## config.mk

```make
export PLATFORM = sky130hd
export DESIGN_NAME = python_sync_encoder
export DESIGN_NICKNAME = d
export VERILOG_FILES = /design/src/rtl/python_sync_encoder_pkg.sv /design/src/rtl/python_sync_encoder_crc8_lane.sv /design/src/rtl/python_sync_encoder.sv
export SDC_FILE = /design/constraint.sdc
export NUM_CORES = 1
export LEC_CHECK = 0
export ABC_AREA = 1
export CORE_MARGIN = 3
export CORE_UTILIZATION = 50
export DETAILED_ROUTE_END_ITERATION = 7
export PLACE_DENSITY_LB_ADDON = 0.25
export SETUP_SLACK_MARGIN = 0.1
export SYNTH_ARGS = -nofsm -noshare
export SYNTH_HDL_FRONTEND = slang
export SYNTH_SLANG_ARGS = --single-unit
export TNS_END_PERCENT = 50
```

## constraint.sdc

```tcl
create_clock -name c -period 2.17 [get_ports c]
set_input_delay 0.434 -clock c [delete_from_list [all_inputs] [get_ports c]]
set_output_delay 0.434 -clock c [all_outputs]
set_load 0.01 [all_outputs]
```

## src/rtl/python_sync_encoder_pkg.sv

```systemverilog
// Shared definitions for the PYTHON sync-channel encoder: sync codes, FSM states
// and the per-lane CRC-8 step (poly 0x07, MSB first).
package python_sync_encoder_pkg;

    localparam logic [7:0] SYNC_FS  = 8'haa;
    localparam logic [7:0] SYNC_LS  = 8'h2a;
    localparam logic [7:0] SYNC_FE  = 8'hca;
    localparam logic [7:0] SYNC_LE  = 8'h4a;
    localparam logic [7:0] SYNC_IMG = 8'h35;
    localparam logic [7:0] SYNC_BL  = 8'h15;
    localparam logic [7:0] SYNC_CRC = 8'h59;
    localparam logic [7:0] SYNC_TR  = 8'he9;

    typedef enum logic [1:0] {
        ST_IDLE  = 2'd0,
        ST_FRAME = 2'd1,
        ST_SKIP  = 2'd2
    } enc_state_e;

    function automatic logic [7:0] crc8_step(input logic [7:0] crc, input logic [7:0] din);
        logic [7:0] acc;
        acc = crc ^ din;
        for (int i = 0; i < 8; i++) begin
            if (acc[7]) begin
                acc = {acc[6:0], 1'b0} ^ 8'h07;
            end else begin
                acc = {acc[6:0], 1'b0};
            end
        end
        return acc;
    endfunction

endpackage

```

## src/rtl/python_sync_encoder_crc8_lane.sv

```systemverilog
// One byte lane of the per-line CRC-8. clr restarts from zero; a word arriving
// in the same cycle as clr is folded into the fresh CRC.
module python_crc8_lane
    import python_sync_encoder_pkg::*;
(
    input  logic       c,
    input  logic       rst_n,
    input  logic [7:0] d,
    input  logic       clr,
    input  logic       en,
    output logic [7:0] crc
);

    logic [7:0] base_s;

    // Select the CRC seed: restart value or running value.
    always_comb begin
        if (clr) begin
            base_s = 8'h00;
        end else begin
            base_s = crc;
        end
    end

    // Running CRC register.
    always_ff @(posedge c or negedge rst_n) begin
        if (!rst_n) begin
            crc <= 8'h00;
        end else if (en) begin
            crc <= crc8_step(base_s, d);
        end else begin
            crc <= base_s;
        end
    end

endmodule

```

## src/rtl/python_sync_encoder.sv

```systemverilog
// PYTHON-style sync/data channel encoder: one stage register gives a one-slot
// lookahead for tagging line ends; the output register adds the second cycle.
module python_sync_encoder
    import python_sync_encoder_pkg::*;
#(
    parameter int         ROWS          = 64,
    parameter int         COLS          = 1280,
    parameter logic [7:0] TRAIN_PATTERN = 8'h3a
) (
    input  logic        c,
    input  logic        rst_n,
    input  logic        en,
    input  logic        fv,
    input  logic        lv,
    input  logic [31:0] d,
    output logic [31:0] data,
    output logic [7:0]  sync,
    output logic [1:0]  err,
    input  logic        clr_err
);

    localparam logic [10:0] LAST_ROW   = 11'(ROWS - 1);
    localparam logic [11:0] ROWS_W     = 12'(ROWS);
    localparam logic [9:0]  LINE_WORDS = 10'(COLS / 4);

    enc_state_e  state_r, state_nxt_s;
    logic        fv_prev_r;
    logic        st_word_r, st_first_r, st_crc_r, st_frame_r;
    logic [31:0] st_d_r;
    logic [10:0] row_r;
    logic [9:0]  word_r;
    logic [31:0] crc_s;
    logic        fv_rise_s, in_frame_s, word_s, line_end_s, frame_end_s;
    logic [11:0] rows_done_s;
    logic [1:0]  err_evt_s;
    logic [7:0]  sync_nxt_s;
    logic [31:0] data_nxt_s;

    assign fv_rise_s   = fv & ~fv_prev_r;
    assign word_s      = in_frame_s & lv;
    assign line_end_s  = st_word_r & ~word_s;
    assign frame_end_s = (state_r == ST_FRAME) & ~fv;
    // A line cut short by fv falling has not yet been counted in row_r.
    assign rows_done_s = {1'b0, row_r} + {11'd0, st_word_r};
    assign err_evt_s   = {line_end_s & (word_r != LINE_WORDS),
                          frame_end_s & (rows_done_s != ROWS_W)};

    // Frame FSM next state and per-slot frame membership.
    always_comb begin
        state_nxt_s = state_r;
        in_frame_s  = 1'b0;
        case (state_r)
            ST_IDLE: begin
                if (fv_rise_s && en) begin
                    state_nxt_s = ST_FRAME;
                    in_frame_s  = 1'b1;
                end else if (fv_rise_s) begin
                    state_nxt_s = ST_SKIP;
                end else begin
                    state_nxt_s = ST_IDLE;
                end
            end
            ST_FRAME: begin
                if (fv) begin
                    in_frame_s = 1'b1;
                end else begin
                    state_nxt_s = ST_IDLE;
                end
            end
            ST_SKIP: begin
                if (!fv) begin
                    state_nxt_s = ST_IDLE;
                end else begin
                    state_nxt_s = ST_SKIP;
                end
            end
            default: state_nxt_s = ST_IDLE;
        endcase
    end

    // FSM state, fv history and stage register. fv_prev resets high so a frame
    // already in progress when reset lifts is not mistaken for a new one.
    always_ff @(posedge c or negedge rst_n) begin
        if (!rst_n) begin
            state_r    <= ST_IDLE;
            fv_prev_r  <= 1'b1;
            st_word_r  <= 1'b0;
            st_first_r <= 1'b0;
            st_crc_r   <= 1'b0;
            st_frame_r <= 1'b0;
            st_d_r     <= 32'h0;
        end else begin
            state_r    <= state_nxt_s;
            fv_prev_r  <= fv;
            st_word_r  <= word_s;
            st_first_r <= word_s & ~st_word_r;
            st_crc_r   <= line_end_s;
            st_frame_r <= in_frame_s;
            st_d_r     <= d;
        end
    end

    // Saturating row/word counters and sticky error flags.
    always_ff @(posedge c or negedge rst_n) begin
        if (!rst_n) begin
            row_r  <= 11'd0;
            word_r <= 10'd0;
            err    <= 2'b00;
        end else begin
            if (frame_end_s) begin
                row_r <= 11'd0;
            end else if (line_end_s && (row_r != 11'h7ff)) begin
                row_r <= row_r + 11'd1;
            end else begin
                row_r <= row_r;
            end
            if (line_end_s) begin
                word_r <= 10'd0;
            end else if (word_s && (word_r != 10'h3ff)) begin
                word_r <= word_r + 10'd1;
            end else begin
                word_r <= word_r;
            end
            if (clr_err) begin
                err <= err_evt_s;
            end else begin
                err <= err | err_evt_s;
            end
        end
    end

    for (genvar k = 0; k < 4; k++) begin : g_lane
        python_crc8_lane u_lane (
            .c     (c),
            .rst_n (rst_n),
            .d     (d[8*k +: 8]),
            .clr   (st_crc_r),
            .en    (word_s),
            .crc   (crc_s[8*k +: 8])
        );
    end

    // Tag the staged slot using the current slot as lookahead.
    always_comb begin
        sync_nxt_s = SYNC_TR;
        data_nxt_s = {4{TRAIN_PATTERN}};
        if (st_word_r) begin
            data_nxt_s = st_d_r;
            if (!word_s) begin
                sync_nxt_s = (row_r == LAST_ROW) ? SYNC_FE : SYNC_LE;
            end else if (st_first_r) begin
                sync_nxt_s = (row_r == 11'd0) ? SYNC_FS : SYNC_LS;
            end else begin
                sync_nxt_s = SYNC_IMG;
            end
        end else if (st_crc_r) begin
            sync_nxt_s = SYNC_CRC;
            data_nxt_s = crc_s;
        end else if (st_frame_r) begin
            sync_nxt_s = SYNC_BL;
            data_nxt_s = 32'h0;
        end else begin
            sync_nxt_s = SYNC_TR;
            data_nxt_s = {4{TRAIN_PATTERN}};
        end
    end

    // Output register.
    always_ff @(posedge c or negedge rst_n) begin
        if (!rst_n) begin
            sync <= SYNC_TR;
            data <= {4{TRAIN_PATTERN}};
        end else begin
            sync <= sync_nxt_s;
            data <= data_nxt_s;
        end
    end

endmodule

```

## Word-level counts from Yosys, hierarchy flattened

Cells that the tools add are included.
Widths: inputs -> output; s select.

- $add $sub $neg: 3
- Multipliers: 0
- Div/mod/pow operators: 0
- Order comparisons: 0
- Equal/unequal tests: 8
- Shift operators: 0
- Mux-type cells: 91
- Bitwise operators: 48
- Reduce and logical (&&, ||, !) cells: 7

Operators with widths:

| kind | number |
|---|---|
| $mux 8 | 43 |
| $mux 3 | 32 |
| $not 3->3 | 32 |
| $mux 32 | 2 |
| $xor 8x8->8 | 4 |
| $mux 30 | 1 |
| $mux 11 | 2 |
| $mux 10 | 2 |
| $add 11x1->12 | 1 |
| $ne 12x7->1 const B | 1 |
| $add 11x1->11 const B | 1 |
| $eq 11x6->1 const B | 1 |
| $logic_not 11->1 | 1 |
| $ne 11x11->1 const B | 1 |
| $add 10x1->10 const B | 1 |
| $mux 2 | 5 |
| $ne 10x10->1 const B | 1 |
| $ne 10x9->1 const B | 1 |
| $and 1x1->1 | 7 |
| $pmux 2 s3 | 1 |
| $not 1->1 | 4 |
| $reduce_bool 2->1 | 2 |
| $logic_and 1x1->1 | 3 |
| $eq 2x1->1 const B | 1 |
| other kinds (6) | 7 |

- Register bits: 134
- Bits in latches: 0
- RAM bits: 0
- Memory bits (read-only): 0
- Input port bits: 38
- Output and inout port bits: 42
- Logic and storage cells: 173
- Memories kept: 0

## Depth between registers and ports, before layout

Gate-level depths: netlist (run 1).

- Depth after elaboration: 28
- Mapped depth: 14
- Mapped depth without buffers: 12

## By module

Synthesis (run 1) repeated with hierarchy kept, for this count alone.

- Cell total of the unflattened synthesis: 918
- Area total of the unflattened synthesis: 7404.6 sq um

Modules (own cells, without submodules):

| module | instances | cells an instance | area an instance (sq um) | seq. area each (sq um) |
|---|---|---|---|---|
| python_sync_encoder | 1 | 458 | 4276.6 | 2580.0 |
| python_crc8_lane | 4 | 115 | 782.0 | 200.2 |

## Least setup slack after synthesis (run 1)

OpenSTA, ideal clock, no wires.

- Kind: register to register
- Start: reg row_r[0]
- End: reg err[0]
- Arrival: 1.485 ns
- Path slack: 0.569 ns
- Stages on the path, launching flop included: 10
- Buffers on the path: 0
- Cell sequence: dfrtp_1 > ha_1 > ha_1 > nand3_1 > nor2_1 > xor2_1 > nor2_1 > nand3_1 > nand2_1 > nand2_1

- Cells in the longest elaborated chain, start to end: 5

Ends and longest elaborated chain:

| element | line | source |
|---|---|---|
| start, declared | python_sync_encoder.sv:30 | `logic [10:0] row_r;` |
| start signal, assigned | python_sync_encoder.sv:113 | `row_r <= row_r + 11'd1;` |
| start signal, assigned | python_sync_encoder.sv:115 | `row_r <= row_r;` |
| $add 11x1->12 (*) | python_sync_encoder.sv:44 | `assign rows_done_s = {1'b0, row_r} + {11'd0, st_word_r};` |
| $ne 12x7->1 (*) | python_sync_encoder.sv:46 | `frame_end_s & (rows_done_s != ROWS_W)};` |
| $and 1x1->1 (*) | python_sync_encoder.sv:46 |  |
| $or 2x2->2 | python_sync_encoder.sv:127 | `err <= err \| err_evt_s;` |
| $mux 2 (*) | python_sync_encoder.sv:124 | `if (clr_err) begin` |
| end signal, assigned | python_sync_encoder.sv:125 | `err <= err_evt_s;` |
| end signal, assigned | python_sync_encoder.sv:127 |  |
| end, declared | python_sync_encoder.sv:18 | `output logic [1:0] err,` |

Every way passes the cells marked *; elsewhere a longest branch is shown, timed or not.
A chain may end at the register's enable or synchronous reset.

## Worst setup path in the final report (run 1)

- Start: reg data[17]
- End: out data[17]

RTL lines:

| element | line | source |
|---|---|---|
| start, declared | python_sync_encoder.sv:16 | `output logic [31:0] data,` |
| start signal, assigned | python_sync_encoder.sv:172 | `data <= {4{TRAIN_PATTERN}};` |
| start signal, assigned | python_sync_encoder.sv:175 | `data <= data_nxt_s;` |

No word-level cell between the ends.

==> qor.csv, run 1 <==
metric;value;unit
setup_tns;0;ns
antenna_found_initial;0;
wirelength;17000;µm
drive_above_1_share;0.114;
synth-seq-cells;134;
slowest_delay;0.53;ns
nets;1116;
overflow;0;
drv_slew;0;
crit_buf_inv;1;
grt_setup_unrepaired;true;
vias;6465;
register_area;0.00338;mm²
fin_worst_skew;0.00484;ns
portBuffers;79;
vias_per_cell;5.11;
stdcell_count;1265;
grt_pass1_wl;29000;µm
r2r_slack;0.27;ns
syn_area_per_cell;7.56;µm²
p_leak;4.58;nW
die_area;0.0163;mm²
ys_seq_area_frac;0.456;
worst_path_max_delay_cell;clkdlybuf4s50_1;
tightest_slew;0.645;ns
syn_area;0.00741;mm²
clk_path_buf_depth;2;
core-area;0.0142;mm²
hold_ws;0.442;ns
holdPathStages;1;
clk_pin_slew_worst_paths;0.06;ns
r2r-start;row_r[0]$_DFFE_PN0P_;
dr.pass1.iters;5;
worstPathCellList;clkdlybuf4s50_1;
use_met1;0.301;
ir_drop;643;µV
place_congestion;0.913;
final_util;0.641;
outcome;completed;
initial_core_util;0.522;
dr.first_iter.drc_count;499;
finalSetupViolCount;0;
async_flop_share;1.00;
rr_worst_depth;9;
slew_headroom;0.569;
routedWlPerCell;13.4;µm
synth.distinct_cells;36;
clockRootBuffer;clkbuf_16;
cts_buffers;17;
hpwl;12000;µm
fillCellCount;1226;
worstHoldEndpoint;state_r[1]$_DFFE_PN0P_;
hp-class;register to register;
drv_cap;0;
grt_use_met3;0.0529;
critPathArrivalTime;1.47;ns
grt_use_total;0.220;
ant_nets;0;
pin_count;80;
multi_input_area;0.00351;mm²
cp_top_family;buffers and inverters;
critical_path_class;register to output pin;
required;1.74;ns
synthCells;981;
hold_viol_final;0;
grt_max_degree;59;
cts.sink_count;134;
crit_fanout;1;
top_usage_layer;met2;
max_freq;525;MHz
synth_nets;1025;
die_h;128;µm
yosysWarnings;0;
cts_setup_buffers;0;
synth_ff_type;dfrtp_1;
synth_edf_count;0;
endpoint_kind;output pin;
cp-start-kind;register;
min_from;state_r[0]$_DFFE_PN0P_;
die_x;128;µm
placed_cells;1232;
htreeDepth;4;
finalCritPeriodShare;0.878;
period_needed;1.91;ns
use_met2;0.346;
power_density;1120;mW/mm²
clk_latency;0.42;ns
antenna_cells;0;
post-route-drc-count;0;
first_global_vias;6201;
rows;43;
cts_tree;built;
syn_to_final_growth;22.8;%
timing.rr.end;err[0]$_DFF_PN0_;
## per-stage QoR
step	cell area [µm²]	worst slack, ns	power (mW)
2_1_floorplan	7410	0.569	6.22
3_3_place_gp	8470	0.0804	7.11
3_5_place_dp	8470	0.0123	7.20
4_1_cts	9100	0.229	10.2
5_1_grt	9100	0.0991	11.0
6_report	9100	0.264	10.2
## per-layer routing
metal	wire length, µm	part of all wire	vias up
met1	7920	0.47	3014
met2	8030	0.47	154
met3	765	0.045	22
li1	-	-	3275
met4	264	0.016	0
met5	0	0	-
## cells by family after synthesis
family,synth area share
adders and majority gates,0.0101
and+or+nand+nor,0.355
xor gates and xnor gates,0.0673
buffers and inverters,0.0716
DFF,0.456
AOI/OAI and AO/OA,0.0402
## where the power goes
part / internal (mW) / switching [mW]
combinational: 1.46 / 2.28
clock: 1.90 / 1.07
sequential: 3.03 / 0.428
total: 6.39 / 3.78
## placed cells by master (no fill, tap or decap), types with 5 or more instances in the layout
cell / count
buf_12: 5
buf_4: 21
clkbuf_16: 17
clkdlybuf4s50_1: 78
dfrtp_1: 111
dfstp_2: 22
ha_1: 6
inv_1: 71
inv_2: 10
nand2_1: 413
nand2_2: 10
nand3_1: 140
nand4_1: 10
nor2_1: 45
nor3_1: 5
o21ai_0: 31
o31ai_1: 8
xnor2_1: 12
xor2_1: 19
xor2_2: 12
## cell usage after synthesis (2+ instances only)
master    number  share of area
inv_2         10         0.0051
nand2_2       10         0.0084
nand3_1      140          0.094
nand2_1      413           0.21
buf_1          2         0.0010
o31ai_1        8         0.0081
xor2_2        12          0.026
xnor2_2        2         0.0044
nor3_1         5         0.0034
ha_1           6          0.010
nand4_1       10         0.0084
a21oi_1        4         0.0027
o21ai_0       31          0.021
xnor2_1       12          0.014
dfstp_2       22          0.078
nor3_2         2         0.0027
inv_1         71          0.036
buf_2          7         0.0047
buf_6          8          0.012
o21ai_1        3         0.0020
dfrtp_1      112           0.38
xor2_1        19          0.022
buf_4          6         0.0061
clkbuf_1      10         0.0051
nor2_1        45          0.023
## how the worst max path moves through the flow
stage	start	endpoint	slack (ns)	depth (start not counted)
final	data[17]$_DFF_PN1_	data[17]	0.26	1
after global routing	st_crc_r$_DFF_PN0_	g_lane[1].u_lane.crc[2]$_DFF_PN0_	0.1	11
after CTS	data[17]$_DFF_PN1_	data[17]	0.23	1
after detailed placement	fv	word_r[4]$_DFFE_PN0P_	0.01	10
after global placement	fv	word_r[6]$_DFFE_PN0P_	0.08	10
after floorplan	row_r[0]$_DFFE_PN0P_	err[0]$_DFF_PN0_	0.57	9
## what timing repair did
item / 4_1_cts / 5_1_grt
hold buffers: 1 / 0
endpoints found under the setup margin: 0 / 5
endpoints found under the hold margin: 8 / 0
resized for setup: 0 / 1
## flip-flops by register name, summed over array words and instances (netlist names), 2 cells and up
register / cells
data: 32
err: 2
g_lane.u_lane.crc: 32
row_r: 11
st_d_r: 32
state_r: 2
sync: 8
word_r: 10
## area by class of cell
cell class                 instances  area share
timing repair buffer             106       0.116
inverter                          82      0.0341
clock buffer                      21      0.0517
multi-input combinational        731       0.385
tap                              180      0.0247
sequential                       134       0.371
clock inverter                    11      0.0162
No activity file was read; power rests on OpenSTA's default activity.
==> run 2: changes to the inputs <==
--- a/config.mk
+++ b/config.mk
@@ -8,7 +8,10 @@
 export ABC_AREA = 1
 export CORE_MARGIN = 3
 export CORE_UTILIZATION = 50
+export CTS_CLUSTER_DIAMETER = 40
 export DETAILED_ROUTE_END_ITERATION = 7
+export GPL_ROUTABILITY_DRIVEN = 1
+export MAX_ROUTING_LAYER = met4
 export PLACE_DENSITY_LB_ADDON = 0.25
 export SETUP_SLACK_MARGIN = 0.1
 export SYNTH_ARGS = -nofsm -noshare
==> run 2 against run 1 <==
Non-clock buffer count decreased by 6. Critical path depth unchanged. Maximum frequency shrank 0.21%. Clock skew is 0.0052 ns higher. Setup slack lost 0.0040 ns. Sequential power is essentially flat. Flip-flop and latch count unchanged. Design area is essentially flat. Largest cell class unchanged. Largest power group unchanged.
==> qor.csv, run 2 (same netlist as run 1, synthesis figures left out) <==
metric;value;unit;change
first_global_vias;6129;;-1.2%
p_sw;3.79;mW;+0.18%
grt_pass1_wl;28900;µm;-0.38%
setup_ws;0.260;ns;-0.00398 ns
fin_worst_skew;0.0100;ns;+0.00516 ns
crit_buf_inv;1;;unchanged
dr.pass1.iters;5;;unchanged
ant_nets;0;;unchanged
p_clk_frac;0.303;;+0.011
final_util;0.641;;about the same
r2r_slack;0.28;ns;about the same
min_from;st_d_r[9]$_DFF_PN0_;;
period_needed;1.91;ns;+0.00398 ns
design_area;0.00910;mm²;about the same
r2r-start;row_r[0]$_DFFE_PN0P_;;
syn_to_final_growth;22.8;%;about the same
max_freq;524;MHz;-0.21%
use_met1;0.299;;-0.00209
grt_max_degree;49;;-17%
clockRootBuffer;clkbuf_16;;
post-route-drc-count;0;;unchanged
htreeDepth;4;;unchanged
use_met2;0.353;;+0.00709
finalCritPeriodShare;0.880;;+0.00183
cp-start-kind;register;;
vias;6422;;-0.67%
die_h;128;µm;unchanged
drv_cap;0;;unchanged
place_congestion;0.945;;+3.5%
placed_cells;1226;;-0.49%
die_x;128;µm;unchanged
endpoint_kind;output pin;;
clk_pin_slew_worst_paths;0.06;ns;about the same
critical_path_class;register to output pin;;
outcome;completed;;
dr.first_iter.drc_count;545;;+9.2%
reg_top3;data: 32 flops, g_lane.u_lane.crc: 32 flops, st_d_r: 32 flops;;
overflow;0;;unchanged
slowest_delay;0.54;ns;about the same
vias_per_cell;5.10;;-0.19%
hold_viol_final;0;;unchanged
crit_fanout;1;;unchanged
startpoint;sync[7]$_DFF_PN1_;;
final_common_cell;nand2_1;;
antenna_found_initial;0;;unchanged
hp-class;register to register;;
antenna_cells;0;;unchanged
pwr-share-seq;0.335;;-0.005
tightest_slew;0.662;ns;+0.0165 ns
portBuffers;79;;unchanged
required;1.74;ns;about the same
core-area;0.0142;mm²;unchanged
routedWlPerCell;13.4;µm;-0.39%
ir_drop;596;µV;-7.3%
cts.sink_count;134;;unchanged
slew_headroom;0.558;;-0.0110
final_cell_mix;nand2_1 (413), nand3_1 (140), dfrtp_1 (111);;
initial_core_util;0.522;;unchanged
worstPathCellList;clkdlybuf4s50_1;;
setup_tns;0;ns;unchanged
intPower;6.54;mW;+2.3%
top_usage_layer;met2;;
clk_path_buf_depth;2;;unchanged
hpwl;11700;µm;-2.4%
worst_path_max_delay_cell;clkdlybuf4s50_1;;
die_area;0.0163;mm²;unchanged
drive_above_1_share;0.110;;-0.00400
nets;1110;;-0.54%
finalSetupViolCount;0;;unchanged
rows;43;;unchanged
wirelength;16800;µm;-0.86%
drv_slew;0;;unchanged
cp_top_family;buffers and inverters;;
p_leak;4.57;nW;-0.28%
power_frac_comb;0.363;;-0.005
power_density;1130;mW/mm²;+1.5%
pin_count;80;;unchanged
critPathArrivalTime;1.48;ns;about the same
cts_buffers;17;;unchanged
cts_setup_buffers;0;;unchanged
grt_use_met3;0.0496;;-0.00333
p_sw_frac;0.367;;-0.00481
pre_cts_ws;0.0242;ns;+0.0119 ns
stdcell_count;1259;;-0.47%
cts_tree;built;;
clk_latency;0.42;ns;about the same
place_area;0.00844;mm²;-0.38%
grt_setup_unrepaired;false;;
grt_use_total;0.226;;+0.00589
[run 2: cell count changes in the layout (fill, tap and decap cells not counted), sizes merged]
cell,delta
buf,-6
inv,-1
bufinv,+1
clkinvlp,-2
clkinv,+2
[run 2: final timing paths]
path / cells after the start / end
max in group asynchronous: 3 / data[21]$_DFF_PN1_
worst max-delay path: 1 / sync[7]
min in group asynchronous: 2 / data[2]$_DFF_PN0_
worst min register to register: 2 / data[9]$_DFF_PN1_
worst max register to register: 8 / row_r[9]$_DFFE_PN0P_
worst min-delay path: 2 / data[9]$_DFF_PN1_
[run 2: layer usage]
metal	vias to the layer above	share of wire
met1	2984	0.47
met2	156	0.47
met3	25	0.043
met5	-	0
met4	0	0.017
li1	3257	-
[run 2: area by class of cell]
class	instances	area (µm²)
fill	1239	5100
tap	180	225
clock inverter	11	171
multi-input combinational	731	3500
timing repair buffer	100	1030
clock buffer	21	480
sequential	134	3380
inverter	82	313
[run 2: power groups by stage]
stage	logic [mW]	clock network (mW)	registers (mW)
finish	3.74	3.13	3.45
global placement	3.65	0	3.47
floorplan	2.84	0	3.38
CTS	3.75	3.19	3.44
detailed placement	3.72	0	3.47
global route	4.34	3.31	3.52
[run 2: worst reg2reg max path, cell delays in order (launching register included)]
cell and delay (ns):
dfrtp_1 0.47, ha_1 0.23, inv_1 0.09, nor3_2 0.31
nand2_1 0.19, nand3_2 0.13, nand2_1 0.17, nand2_1 0.11
nand2_1 0.06
[run 2: through the flow]
| stage | total power [mW] | hold slack [ns] |
|---|---|---|
| floorplan | 6.22 | 0.138 |
| global placement | 7.12 | 0.391 |
| CTS | 10.4 | 0.446 |
| detailed placement | 7.19 | 0.385 |
| global route | 11.2 | 0.470 |
| finish | 10.3 | 0.446 |
[run 2: repair_timing]
item | in CTS | in global routing
resized for setup | 0 | 1
hold buffers | 1 | 0
endpoints found under the setup margin | 0 | 1
endpoints found under the hold margin | 34 | 0
==> RTL edit: new RTL, settings of run 1 <==
Add an input register stage for `en`, `fv`, `lv`, `d` and `clr_err`, without a reset; this delays them by one clock.
--- a/src/rtl/python_sync_encoder.sv
+++ b/src/rtl/python_sync_encoder.sv
@@ -23,6 +23,20 @@
     localparam logic [11:0] ROWS_W     = 12'(ROWS);
     localparam logic [9:0]  LINE_WORDS = 10'(COLS / 4);
 
+    logic en_q;
+    logic fv_q;
+    logic lv_q;
+    logic [31:0] d_q;
+    logic clr_err_q;
+
+    always_ff @(posedge c) begin
+        en_q      <= en;
+        fv_q      <= fv;
+        lv_q      <= lv;
+        d_q       <= d;
+        clr_err_q <= clr_err;
+    end
+
     enc_state_e  state_r, state_nxt_s;
     logic        fv_prev_r;
     logic        st_word_r, st_first_r, st_crc_r, st_frame_r;
@@ -36,10 +50,10 @@
     logic [7:0]  sync_nxt_s;
     logic [31:0] data_nxt_s;
 
-    assign fv_rise_s   = fv & ~fv_prev_r;
-    assign word_s      = in_frame_s & lv;
+    assign fv_rise_s   = fv_q & ~fv_prev_r;
+    assign word_s      = in_frame_s & lv_q;
     assign line_end_s  = st_word_r & ~word_s;
-    assign frame_end_s = (state_r == ST_FRAME) & ~fv;
+    assign frame_end_s = (state_r == ST_FRAME) & ~fv_q;
     // A line cut short by fv falling has not yet been counted in row_r.
     assign rows_done_s = {1'b0, row_r} + {11'd0, st_word_r};
     assign err_evt_s   = {line_end_s & (word_r != LINE_WORDS),
@@ -51,7 +65,7 @@
         in_frame_s  = 1'b0;
         case (state_r)
             ST_IDLE: begin
-                if (fv_rise_s && en) begin
+                if (fv_rise_s && en_q) begin
                     state_nxt_s = ST_FRAME;
                     in_frame_s  = 1'b1;
                 end else if (fv_rise_s) begin
@@ -61,14 +75,14 @@
                 end
             end
             ST_FRAME: begin
-                if (fv) begin
+                if (fv_q) begin
                     in_frame_s = 1'b1;
                 end else begin
                     state_nxt_s = ST_IDLE;
                 end
             end
             ST_SKIP: begin
-                if (!fv) begin
+                if (!fv_q) begin
                     state_nxt_s = ST_IDLE;
                 end else begin
                     state_nxt_s = ST_SKIP;
@@ -91,12 +105,12 @@
             st_d_r     <= 32'h0;
         end else begin
             state_r    <= state_nxt_s;
-            fv_prev_r  <= fv;
+            fv_prev_r  <= fv_q;
             st_word_r  <= word_s;
             st_first_r <= word_s & ~st_word_r;
             st_crc_r   <= line_end_s;
             st_frame_r <= in_frame_s;
-            st_d_r     <= d;
+            st_d_r     <= d_q;
         end
     end
 
@@ -121,7 +135,7 @@
             end else begin
                 word_r <= word_r;
             end
-            if (clr_err) begin
+            if (clr_err_q) begin
                 err <= err_evt_s;
             end else begin
                 err <= err | err_evt_s;
@@ -133,7 +147,7 @@
         python_crc8_lane u_lane (
             .c     (c),
             .rst_n (rst_n),
-            .d     (d[8*k +: 8]),
+            .d     (d_q[8*k +: 8]),
             .clr   (st_crc_r),
             .en    (word_s),
             .crc   (crc_s[8*k +: 8])
Function: changed (a bounded check fails within 4 cycles, from zero or initial values and one cycle with rst_n low).
==> RTL edit against run 1 <==
  * Largest cell class is now registers
  * Worst setup slack lost 0.017 ns
  * Sequential share of layout area grew 4.8 points
  * Critical path type unchanged
  * Final cell count grew 0.79%
  * Largest power group is now sequential cells
  * Wire length grew 2.5%
  * Utilization shrank 1.2 points
  * Sequential cell count grew 36
  * Area after synthesis grew 9.3%
  * Power grew 7.5%
  * Final area grew 7.3%
==> RTL edit: results (changes against run 1) <==
[setup_path]
r2r_setup_slack_ns = 0.30  ; +0.03 ns
cp_top_family = flip-flops
cp_slowest_cell = dfstp_2
worstPathArrival_ns = 1.49  ; +0.02 ns
rr_worst_depth = 11  ; +2
rr_endpoint = g_lane[0].u_lane.crc[3]
timing.rr.start = st_crc_r

[yosys]
synth_compound_area_frac = 0.02672  ; -0.01344
ys_seq_area_frac = 0.5063  ; +0.05030
ys_types = 35  ; -2.8%
synth.top_cells.by_count = nand2_1, nand3_1, dfrtp_1
synth_xor_area_frac = 0.07459  ; +0.007264
syn-num-nets = 1015  ; -0.98%
synth_async_sr_flop_share = 0.7882  ; -0.2118
synthAdderAreaFrac = 0.009266  ; -0.0008585
synthTopCellsByArea = dfrtp_1, nand2_1, nand3_1

[finish]
n_all_buffers = 95  ; -10%
drive_gt1_frac = 0.1165  ; +0.002256
fill_cells = 1347  ; +9.9%
final-nonclk-buf-share = 0.09872  ; -0.01767
nets = 1096  ; -1.8%
regArea_mm2 = 0.004101  ; +21%
clock_buffers = 21  ; unchanged
multi_input_gates = 699  ; -4.4%
inverters = 69  ; -16%
clk_share = 0.06658  ; -0.001304
multi_input_area_share = 0.3609  ; -0.02451

[global_routing]
grtUsageTotal = 0.2089  ; -0.01155
grt_pass1_vias = 6197  ; -0.065%
grt_max_degree = 58  ; -1.7%
use_met1 = 0.2864  ; -0.01495
use_met2 = 0.3361  ; -0.01021
grt_pass1_wl_um = 30220  ; +4.1%

[timing]
worstMarginPinSlew_ns = 0.4939  ; -0.1516 ns
finalClockSkew_ns = 0.008595  ; +0.003752 ns

[outcome]
outcome = complete, no violations

[route]
dr_wl_met2_um = 8368  ; +4.3%
totalWireLength_um = 17390  ; +2.5%
via_per_inst = 5.044  ; -1.3%
drt_iter0_markers = 576  ; +15%
wirelength_met1_um = 8041  ; +1.6%
dr_wl_met3_um = 784  ; +2.5%

[min_path]
hold_path_end = fv_prev_r
holdCritStartpoint = fv_q
whs_path_depth = 0  ; -1

[pwr]
pwr-share-comb = 0.320  ; -0.048
seq_power_share = 0.376  ; +0.036
peakVddDrop_mv = 0.6505  ; +1.2%

[die]
placementRows = 45  ; +4.7%

[placement]
routabilityCongestion = 0.8615  ; -5.6%
placedInstanceArea_mm2 = 0.009109  ; +7.5%
dpl.hpwl_um = 11590  ; -3.1%

==> RTL edit: changes by cell type after synthesis, moves of 8 or more <==
cell / delta
nand2_1: -43
dfxtp_1: +36
nor2_1: -14
nand3_1: +12
nand2_4: +8
o31ai_1: -8
==> RTL edit: kinds of logic (layout without fill, tap and decap cells) <==
group | count (synthesis) | after routing
adders and majority gates | 6 | 6
AOI/OAI and AO/OA | 41 | 41
and+or+nand+nor | 601 | 601
buffers and inverters | 102 | 195
DFF | 170 | 170
xor gates and xnor gates | 51 | 51
==> RTL edit: through the flow <==
step | setup WS, ns | util | hold slack (ns) | total power [µW] | std cells
after global placement | 0.3775 | 0.5862 | 0.3188 | 7505 | 1243
after floorplan | 0.5425 | - | 0.1384 | 6741 | 971
final | 0.2468 | 0.6288 | 0.3303 | 10940 | 1275
after global routing | 0.1352 | 0.6288 | 0.3360 | 11770 | 1275
after detailed placement | 0.3147 | 0.5862 | 0.3220 | 7612 | 1243
after CTS | 0.2243 | 0.6287 | 0.3310 | 11010 | 1275
